### src/rtl/lab3_cache_mem_port_pkg.sv
// Shared types for the cache memory-side port: request/response type codes,
// memory interface structs and the queue entry layouts.
package lab3_cache_mem_port_pkg;

  localparam logic TYPE_READ  = 1'b0;
  localparam logic TYPE_WRITE = 1'b1;

  // Opaque field sized for the widest tag the port is built with.
  localparam int OPQ_MAX_W = 16;

  typedef struct packed {
    logic                 typ;
    logic [OPQ_MAX_W-1:0] opaque;
    logic [31:0]          addr;
    logic [31:0]          data;
  } mem_req_t;

  typedef struct packed {
    logic                 typ;
    logic [OPQ_MAX_W-1:0] opaque;
    logic [31:0]          data;
  } mem_resp_t;

  // Tags are attached at issue, so the queues only hold the payload.
  typedef struct packed {
    logic        typ;
    logic [31:0] addr;
    logic [31:0] data;
  } req_entry_t;

  typedef struct packed {
    logic        typ;
    logic [31:0] data;
  } resp_entry_t;

endpackage

### src/rtl/lab3_cache_mem_port_fifo.sv
// Registered (non-bypass) FIFO; pointers carry an extra wrap bit so full and
// empty are distinguished without a separate count.
module lab3_cache_mem_port_fifo #(
  parameter int WIDTH = 8,
  parameter int DEPTH = 2
) (
  input  logic             clk,
  input  logic             reset_n,
  input  logic             enq_val,
  input  logic [WIDTH-1:0] enq_data,
  input  logic             deq_val,
  output logic             full,
  output logic             empty,
  output logic [WIDTH-1:0] head_data
);

  localparam int AW = $clog2(DEPTH);
  localparam logic [AW:0] PTR_ONE = (AW+1)'(1);

  logic [AW:0]      wr_ptr_q, wr_ptr_d;
  logic [AW:0]      rd_ptr_q, rd_ptr_d;
  logic [WIDTH-1:0] mem_q [DEPTH];
  logic [WIDTH-1:0] mem_d [DEPTH];
  logic             do_enq, do_deq;

  assign full      = (wr_ptr_q[AW] != rd_ptr_q[AW]) &&
                     (wr_ptr_q[AW-1:0] == rd_ptr_q[AW-1:0]);
  assign empty     = (wr_ptr_q == rd_ptr_q);
  assign do_enq    = enq_val && !full;
  assign do_deq    = deq_val && !empty;
  assign head_data = mem_q[rd_ptr_q[AW-1:0]];

  always_comb begin
    wr_ptr_d = wr_ptr_q;
    rd_ptr_d = rd_ptr_q;
    mem_d    = mem_q;
    if (do_enq) begin
      mem_d[wr_ptr_q[AW-1:0]] = enq_data;
      wr_ptr_d = wr_ptr_q + PTR_ONE;
    end
    if (do_deq) begin
      rd_ptr_d = rd_ptr_q + PTR_ONE;
    end
  end

  always_ff @(posedge clk or negedge reset_n) begin
    if (!reset_n) begin
      wr_ptr_q <= '0;
      rd_ptr_q <= '0;
      for (int i = 0; i < DEPTH; i++) begin
        mem_q[i] <= '0;
      end
    end else begin
      wr_ptr_q <= wr_ptr_d;
      rd_ptr_q <= rd_ptr_d;
      mem_q    <= mem_d;
    end
  end

endmodule

### src/rtl/lab3_cache_mem_port.sv
// Memory-side port of the blocking cache: queues spill/refill requests, tags
// them in order, meters them with credits and returns responses to the cache.
module lab3_cache_mem_port
  import lab3_cache_mem_port_pkg::*;
#(
  parameter int REQ_DEPTH  = 2,
  parameter int RESP_DEPTH = 4,
  parameter int OPQ_W      = 8
) (
  input  logic             clk,
  input  logic             reset_n,
  input  logic             cache_req_val,
  output logic             cache_req_rdy,
  input  logic             cache_req_type,
  input  logic [31:0]      cache_req_addr,
  input  logic [31:0]      cache_req_data,
  output logic             cache_resp_val,
  input  logic             cache_resp_rdy,
  output logic             cache_resp_type,
  output logic [31:0]      cache_resp_data,
  output logic             mem_req_val,
  input  logic             mem_req_rdy,
  output logic             mem_req_type,
  output logic [OPQ_W-1:0] mem_req_opaque,
  output logic [31:0]      mem_req_addr,
  output logic [31:0]      mem_req_data,
  input  logic             mem_resp_val,
  output logic             mem_resp_rdy,
  input  logic             mem_resp_type,
  input  logic [OPQ_W-1:0] mem_resp_opaque,
  input  logic [31:0]      mem_resp_data,
  output logic             idle,
  output logic             tag_err
);

  localparam int CW = $clog2(RESP_DEPTH) + 1;
  localparam logic [CW-1:0]    CREDIT_MAX = CW'(RESP_DEPTH);
  localparam logic [CW-1:0]    CREDIT_ONE = CW'(1);
  localparam logic [OPQ_W-1:0] TAG_ONE    = OPQ_W'(1);

  // active_q holds the handshake outputs low until the first edge after reset.
  logic             active_q, active_d;
  logic [CW-1:0]    credits_q, credits_d;
  logic [OPQ_W-1:0] issue_tag_q, issue_tag_d;
  logic [OPQ_W-1:0] expect_tag_q, expect_tag_d;
  logic             tag_err_q, tag_err_d;

  req_entry_t  req_in, req_head;
  resp_entry_t resp_in, resp_head;
  logic        req_full, req_empty, resp_full, resp_empty;
  logic        req_fire, issue_fire, resp_capture, resp_pop;

  assign req_in   = '{typ: cache_req_type, addr: cache_req_addr, data: cache_req_data};
  assign req_fire = cache_req_val && cache_req_rdy;

  lab3_cache_mem_port_fifo #(
    .WIDTH($bits(req_entry_t)),
    .DEPTH(REQ_DEPTH)
  ) u_req_q (
    .clk      (clk),
    .reset_n  (reset_n),
    .enq_val  (req_fire),
    .enq_data (req_in),
    .deq_val  (issue_fire),
    .full     (req_full),
    .empty    (req_empty),
    .head_data(req_head)
  );

  // Write responses are returned with zero data regardless of what memory sends.
  assign resp_in      = '{typ:  mem_resp_type,
                          data: (mem_resp_type == TYPE_WRITE) ? 32'd0 : mem_resp_data};
  assign resp_capture = mem_resp_val && active_q;
  assign resp_pop     = cache_resp_val && cache_resp_rdy;

  lab3_cache_mem_port_fifo #(
    .WIDTH($bits(resp_entry_t)),
    .DEPTH(RESP_DEPTH)
  ) u_resp_q (
    .clk      (clk),
    .reset_n  (reset_n),
    .enq_val  (resp_capture),
    .enq_data (resp_in),
    .deq_val  (resp_pop),
    .full     (resp_full),
    .empty    (resp_empty),
    .head_data(resp_head)
  );

  assign mem_req_val     = !req_empty && (credits_q != '0);
  assign issue_fire      = mem_req_val && mem_req_rdy;
  assign mem_req_type    = req_head.typ;
  assign mem_req_addr    = req_head.addr;
  assign mem_req_data    = req_head.data;
  assign mem_req_opaque  = issue_tag_q;

  assign cache_req_rdy   = active_q && !req_full;
  assign mem_resp_rdy    = active_q;
  assign cache_resp_val  = !resp_empty;
  assign cache_resp_type = resp_head.typ;
  assign cache_resp_data = resp_head.data;
  assign idle            = active_q && req_empty && (credits_q == CREDIT_MAX);
  assign tag_err         = tag_err_q;

  always_comb begin
    active_d     = 1'b1;
    credits_d    = credits_q;
    issue_tag_d  = issue_tag_q;
    expect_tag_d = expect_tag_q;
    tag_err_d    = tag_err_q;
    case ({issue_fire, resp_pop})
      2'b10:   credits_d = credits_q - CREDIT_ONE;
      2'b01:   credits_d = credits_q + CREDIT_ONE;
      default: credits_d = credits_q;
    endcase
    if (issue_fire) begin
      issue_tag_d = issue_tag_q + TAG_ONE;
    end
    if (resp_capture) begin
      expect_tag_d = expect_tag_q + TAG_ONE;
      if (mem_resp_opaque != expect_tag_q) begin
        tag_err_d = 1'b1;
      end
    end
  end

  always_ff @(posedge clk or negedge reset_n) begin
    if (!reset_n) begin
      active_q     <= 1'b0;
      credits_q    <= CREDIT_MAX;
      issue_tag_q  <= '0;
      expect_tag_q <= '0;
      tag_err_q    <= 1'b0;
    end else begin
      active_q     <= active_d;
      credits_q    <= credits_d;
      issue_tag_q  <= issue_tag_d;
      expect_tag_q <= expect_tag_d;
      tag_err_q    <= tag_err_d;
    end
  end

  // Credits bound the outstanding responses to the response queue depth.
  assert property (@(posedge clk) disable iff (!reset_n) resp_capture |-> !resp_full);

endmodule

### config.mk
export PLATFORM = sky130hd
export DESIGN_NAME = lab3_cache_mem_port
export DESIGN_NICKNAME = d
export VERILOG_FILES = /design/src/rtl/lab3_cache_mem_port_pkg.sv /design/src/rtl/lab3_cache_mem_port_fifo.sv /design/src/rtl/lab3_cache_mem_port.sv
export SDC_FILE = /design/constraint.sdc
export NUM_CORES = 1
export LEC_CHECK = 0
export CORE_MARGIN = 10
export CORE_UTILIZATION = 53
export DETAILED_ROUTE_END_ITERATION = 10
export PLACE_DENSITY = 0.84
export SLEW_MARGIN = 15
export SYNTH_ARGS = -nofsm -noshare
export SYNTH_HDL_FRONTEND = slang
export SYNTH_SLANG_ARGS = --single-unit
### constraint.sdc
create_clock -name clk -period 2.7 [get_ports clk]
set_input_delay 0.405 -clock clk [delete_from_list [all_inputs] [get_ports clk]]
set_output_delay 0.405 -clock clk [all_outputs]
set_load 0.005 [all_outputs]
* After elaboration in Yosys (flattened, before gate mapping)
Index checks and enable logic that the tools add are counted.
W data, S select, Z words.
** Operators by class
- Add/sub/neg operators :: 8
- $lt $le $gt $ge :: 6
- Equality and inequality tests :: 10
- Mux-type cells :: 14
- Bitwise operators :: 4
- Reduce and logical (&&, ||, !) cells :: 23
** Operators with widths (count)
- $mux W65 :: 4
- $bwmux W132 :: 1
- $bwmux W130 :: 1
- $mux W33 :: 3
- $bmux W33 S2 :: 1
- $demux W33 S2 :: 1
- $demux W65 S1 :: 1
- $mux W32 :: 1
- $add A8 B1 Y8 const B :: 2
- $logic_and A1 B1 Y1 :: 16
- $add A3 B1 Y3 const B :: 3
- $ne A8 B8 Y1 :: 1
- $ge A3 B3 Y1 const B :: 2
- $not A2 Y3 :: 2
- $pmux W3 S2 :: 1
- $add A2 B1 Y2 const B :: 2
- $eq A2 B2 Y1 :: 2
- $ge A2 B2 Y1 const B :: 2
- $logic_not A1 Y1 :: 4
- $not A1 Y2 :: 2
- $eq A3 B3 Y1 :: 1
- $eq A3 B3 Y1 const B :: 1
- $lt A3 B1 Y1 const B :: 1
- $reduce_bool A3 Y1 :: 1
- other kinds (8) :: 9
** Word-level totals
- Register bits :: 293
- Bits of input ports :: 112
- Output and inout port bits :: 112

* Longest topological paths before layout
- Depth after elaboration :: 6
- Mapped depth :: 10
- Gate-level depth less buffers :: 9

* Cells and area by module
A second synthesis with hierarchy kept.
** Unflattened totals
- Cell total of the unflattened synthesis :: 864
- Area total of the unflattened synthesis :: 14037.2 um^2
** By module, submodules not included
- lab3_cache_mem_port_fifo at u_resp_q :: instances 1, cells each 363, area each 6701.4 um^2, sequential area each 3453.3 um^2
- lab3_cache_mem_port_fifo at u_req_q :: instances 1, cells each 375, area each 6064.6 um^2, sequential area each 3353.2 um^2
- lab3_cache_mem_port :: instances 1, cells each 126, area each 1271.2 um^2, sequential area each 526.8 um^2

* Worst setup path after synthesis
Ideal clock, no wire load.
- Path kind :: reg-to-reg
- Start :: register u_resp_q.rd_ptr_q[1]
- End :: register credits_q[1]
- Arrival :: 2.185 ns
- Required time :: 2.575 ns
- Setup slack :: 0.390 ns
- Cell stages (with the launch flop) :: 9
- Path buffers :: 1
- Period minus slack after synthesis :: 2.310 ns
- Path through :: dfrtp_1 -> buf_4 -> xor2_1 -> o31ai_1 -> inv_1 -> ha_1 -> inv_1 -> fa_1 -> mux2_2
** On the way
- Word-level cells in the longest chain between the ends :: 5
- Elaborated cells on any way between the ends :: 7
- Those cells by class :: 3 x eq/ne; 1 x mux; 3 x reduce/logical
** RTL lines
- start, declared :: line lab3_cache_mem_port_fifo.sv:21 : logic [AW:0] rd_ptr_q, rd_ptr_d;
- start signal, assigned :: line lab3_cache_mem_port_fifo.sv:55 : rd_ptr_q <= rd_ptr_d;
- $eq A3 B3 Y1 (*) :: line lab3_cache_mem_port_fifo.sv:28 : assign empty = (wr_ptr_q == rd_ptr_q);
- $logic_not A1 Y1 (*) :: line lab3_cache_mem_port.sv:99 : assign cache_resp_val = !resp_empty;
- $logic_and A1 B1 Y1 (*) :: line lab3_cache_mem_port.sv:74 : assign resp_pop = cache_resp_val && cache_resp_rdy;
- $eq A2 B1 Y1 / $eq A2 B2 Y1 (equally long branches) :: line lab3_cache_mem_port.sv:111 : case ({issue_fire, resp_pop})
- $pmux W3 S2 (*) :: line lab3_cache_mem_port.sv:111
- net credits_d[1] :: line lab3_cache_mem_port.sv:43 : logic [CW-1:0] credits_q, credits_d;
- end signal, assigned :: line lab3_cache_mem_port.sv:136 : credits_q <= credits_d;
- end, declared :: line lab3_cache_mem_port.sv:43
The timed path passes the listed nets; every way through them passes the cells marked *.
A chain may end at the register's enable or synchronous reset.

* Worst setup path in the final report
- Start :: register u_req_q.rd_ptr_q[0]
- End :: output mem_req_addr[12]
** On the way
- Word-level cells in the longest chain between the ends :: 4
** RTL lines
- start, declared :: line lab3_cache_mem_port_fifo.sv:21
- start signal, assigned :: line lab3_cache_mem_port_fifo.sv:55
- $not A1 Y2 (implied by the code) :: line lab3_cache_mem_port_fifo.sv:31 : assign head_data = mem_q[rd_ptr_q[AW-1:0]];
- $mux W65 (implied by the code) (3 in series) :: line lab3_cache_mem_port_fifo.sv:31
- end, declared :: line lab3_cache_mem_port.sv:25 : output logic [31:0] mem_req_addr,
Every way passes these cells. The select of a mux whose other input is x is not followed.

==> results.json <==
{
  "clock_power_share_pct": 21.5,
  "multiInputGateArea_sq_mm": 0.00522,
  "crit_fanout": 69,
  "clock_latency_ns": 0.54,
  "setup_viol": 0,
  "synthesis.nets": 1107,
  "dieHeight_microns": 176,
  "worstPathBufferInverterCount": 2,
  "tightest_slew_ns": 1.10,
  "drtIter0Drc": 495,
  "drt-pass1-iter-count": 4,
  "switchingPower_mw": 6.30,
  "max_stage_delay_ns": 0.50,
  "htreeDepth": 1,
  "cp_top_family": "buffers and inverters",
  "synth-async-reset-ratio_pct": 100,
  "utilization_pct": 68.8,
  "cpMaxStageDelayCell": "clkdlybuf4s50_1",
  "synth-warning-count": 0,
  "crit_arrival_ns": 2.23,
  "num_vias": 8360,
  "drv_slew": 0,
  "grt_pass1_vias": 8858,
  "fin_skew_ns": 0.00546,
  "place_area_sq_mm": 0.0155,
  "cts.reportedPaths.clkPinSlew_ns": 0.06,
  "power_mw": 20.5,
  "grt_usage_pct": 19.2,
  "power.internal_mw": 14.2,
  "seq_power_share_pct": 36.7,
  "grt.overflow.total": 0,
  "critPathRequiredTime_ns": 2.30,
  "min_period_ns": 2.64,
  "gp_congestion": 0.789,
  "swShare_pct": 30.7,
  "worstSetupPathType": "reg2out",
  "cts_buffer_depth": 3,
  "rr_worst_depth": 7,
  "rrSetupSlack_ns": 0.31,
  "antenna_found_initial": 3,
  "dp_slack_ns": 0.280,
  "cts.sinks": 293,
  "peakVddDrop_uv": 613,
  "ant_nets": 0,
  "final_common_cell": "dfrtp_1",
  "core_sq_mm": 0.0242,
  "wl_per_cell_microns": 19.7,
  "cap_violations": 0,
  "timing.final.ws_setup_ns": 0.0636,
  "io_buffers": 223,
  "area_growth_pct": 28.8,
  "place_inst": 1489,
  "fmax_mhz": 379,
  "relSlewSlack_pct": 26.3,
  "rsz0062_at_grt": "false",
  "synthCells": 986,
  "grt_max_degree": 87,
  "reg2reg_to": "credits_q[1]",
  "num_rows": 57,
  "synth_area_sq_mm": 0.0129,
  "routed_wl_microns": 30500,
  "p_per_area_mw_per_mm2": 1230,
  "die_area_sq_mm": 0.0310,
  "hpwlAfterDp_microns": 20200,
  "timing.critical_path.cells": "buf_16 > mux2_2 > clkdlybuf4s50_1",
  "start_util_pct": 53.4,
  "hold_viol": 0,
  "hold_class": "reg2reg",
  "r2r_start": "u_resp_q.rd_ptr_q[2]",
  "cts_root_buffer": "clkbuf_16",
  "period_share_pct": 97.6,
  "fin_setup_tns_ns": 0,
  "ys_ff_latch": 293,
  "io_pins": 224,
  "routed_via_density": 5.39,
  "startpoint_type": "flip-flop",
  "cp-end-kind": "primary output",
  "ys.flop_type": "dfrtp_1",
  "seq_area_frac_synth_pct": 56.8,
  "seq_area_sq_mm": 0.00734,
  "cts_buffers": 30,
  "fin_hold_ws_ns": 0.475,
  "drive_above_1_share_pct": 26.3,
  "p_comb_share_pct": 41.9,
  "path_depth": 3,
  "syn_avg_cell_area_sq_um": 13.1,
  "layout_common_cells": "290 x dfrtp_1, 203 x clkdlybuf4s50_1, 199 x mux2_2, 140 x nand2_1, 120 x o21ai_0",
  "filler_cell_count": 1684,
  "drcViolationCount": 0,
  "grt_pass1_wl_microns": 48400,
  "fp.dieW_microns": 176,
  "nNetsFinal": 1322,
  "synth_edf_count": 0,
  "crit_path_end": "mem_req_addr[12]",
  "postLayoutCellArea_sq_mm": 0.0166,
  "final_cells": 1551,
  "status": "complete, no violations",
  "cts_tree": "built",
  "critPathLaunch": "u_req_q.rd_ptr_q[0]",
  "leakagePower_nw": 7.15,
  "ys_types": 36
}
cell type report:
type	instances	area share (%)
antenna	3	0.0451
clock buffer	41	5.43
clock inverter	14	1.07
inverter	6	0.135
multi-input combinational	624	31.4
sequential	293	44.1
tap	324	2.44
timing repair buffer	246	15.4
cell families (layout without fill, tap and decap cells):
family | count (synthesis) | count (layout) | share of synthesized area (%)
flip-flops | 293 | 293 | 56.8
multiplexers | 236 | 236 | 23.5
AND/OR/NAND/NOR | 198 | 198 | 6.72
AO/OA/AOI/OAI | 141 | 141 | 5.80
buffers and inverters | 69 | 307 | 3.57
XOR/XNOR | 39 | 39 | 2.70
adder cells (fa/ha/maj) | 9 | 9 | 0.930
other | 1 | 4 | 0.0290
synthesized netlist by cell type, types with 2 or more instances:
library cell / n / share of area (%)
nand2_1: 140 / 4.1
o21ai_0: 120 / 4.7
buf_2: 14 / 0.54
clkbuf_1: 14 / 0.41
mux4_2: 33 / 5.8
nor2_1: 5 / 0.15
xnor2_1: 28 / 1.9
inv_1: 6 / 0.17
xor2_1: 10 / 0.68
nand2b_1: 33 / 1.6
nand4_1: 7 / 0.34
and3_1: 3 / 0.15
ha_1: 8 / 0.78
o311ai_1: 3 / 0.20
a21oi_1: 2 / 0.078
buf_6: 17 / 1.5
mux2_1: 4 / 0.35
o21ai_1: 10 / 0.39
nand3_1: 6 / 0.23
dfrtp_1: 292 / 57
buf_1: 3 / 0.087
mux2_2: 199 / 17
buf_4: 15 / 0.87
and2_1: 2 / 0.097
sequential cells by signal, indices dropped and copies added, names as in the netlist:
name,count
credits_q,3
mem_req_opaque,8
u_resp_q.wr_ptr_q,3
mem_resp_rdy,1
u_req_q.rd_ptr_q,2
expect_tag_q,8
u_resp_q.rd_ptr_q,3
u_req_q.mem_q,130
tag_err,1
u_resp_q.mem_q,132
u_req_q.wr_ptr_q,2
power groups by stage:
stage	clock, mW	combinational (mW)	sequential, mW
final	4.41	8.60	7.53
after global routing	4.67	9.34	7.75
after CTS	4.51	8.68	7.50
after detailed placement	0	8.72	7.54
after global placement	0	8.58	7.37
after floorplan	0	4.90	7.16
layer usage:
metal	track usage [%]	wire [microns]	vias up
met3	3.27	1460	57
met1	23.1	12100	4226
li1	-	-	3886
met5	0	0	-
met4	8.30	1140	0
met2	33.2	15800	191
worst min-delay path by stage:
stage / startpoint / to / slack, ns / cells after the start
after floorplan: reset_n / credits_q[0] / 0.11 / 0
after global placement: tag_err / tag_err / 0.45 / 1
after detailed placement: tag_err / tag_err / 0.45 / 1
after CTS: cache_req_data[21] / u_req_q.mem_q[86] / 0.47 / 2
after global routing: cache_req_addr[12] / u_req_q.mem_q[109] / 0.49 / 2
final: u_resp_q.mem_q[30] / u_resp_q.mem_q[30] / 0.47 / 2
timing repair:
item,CTS,global route
hold buffers,1,0
pin swaps,1,0
buffers inserted,1,1
resized for setup,20,3
cloned,0,1
endpoints found under the setup margin,20,18
hold endpoints to repair,82,0
tightest hold or removal path, delay by kind of cell, from the launching register on:
kind	cells	cell delay, ns
DFF	1	0.34
AOI/OAI and AO/OA	1	0.06
and+or+nand+nor	1	0.04
(Power assumes the default switching activity.)
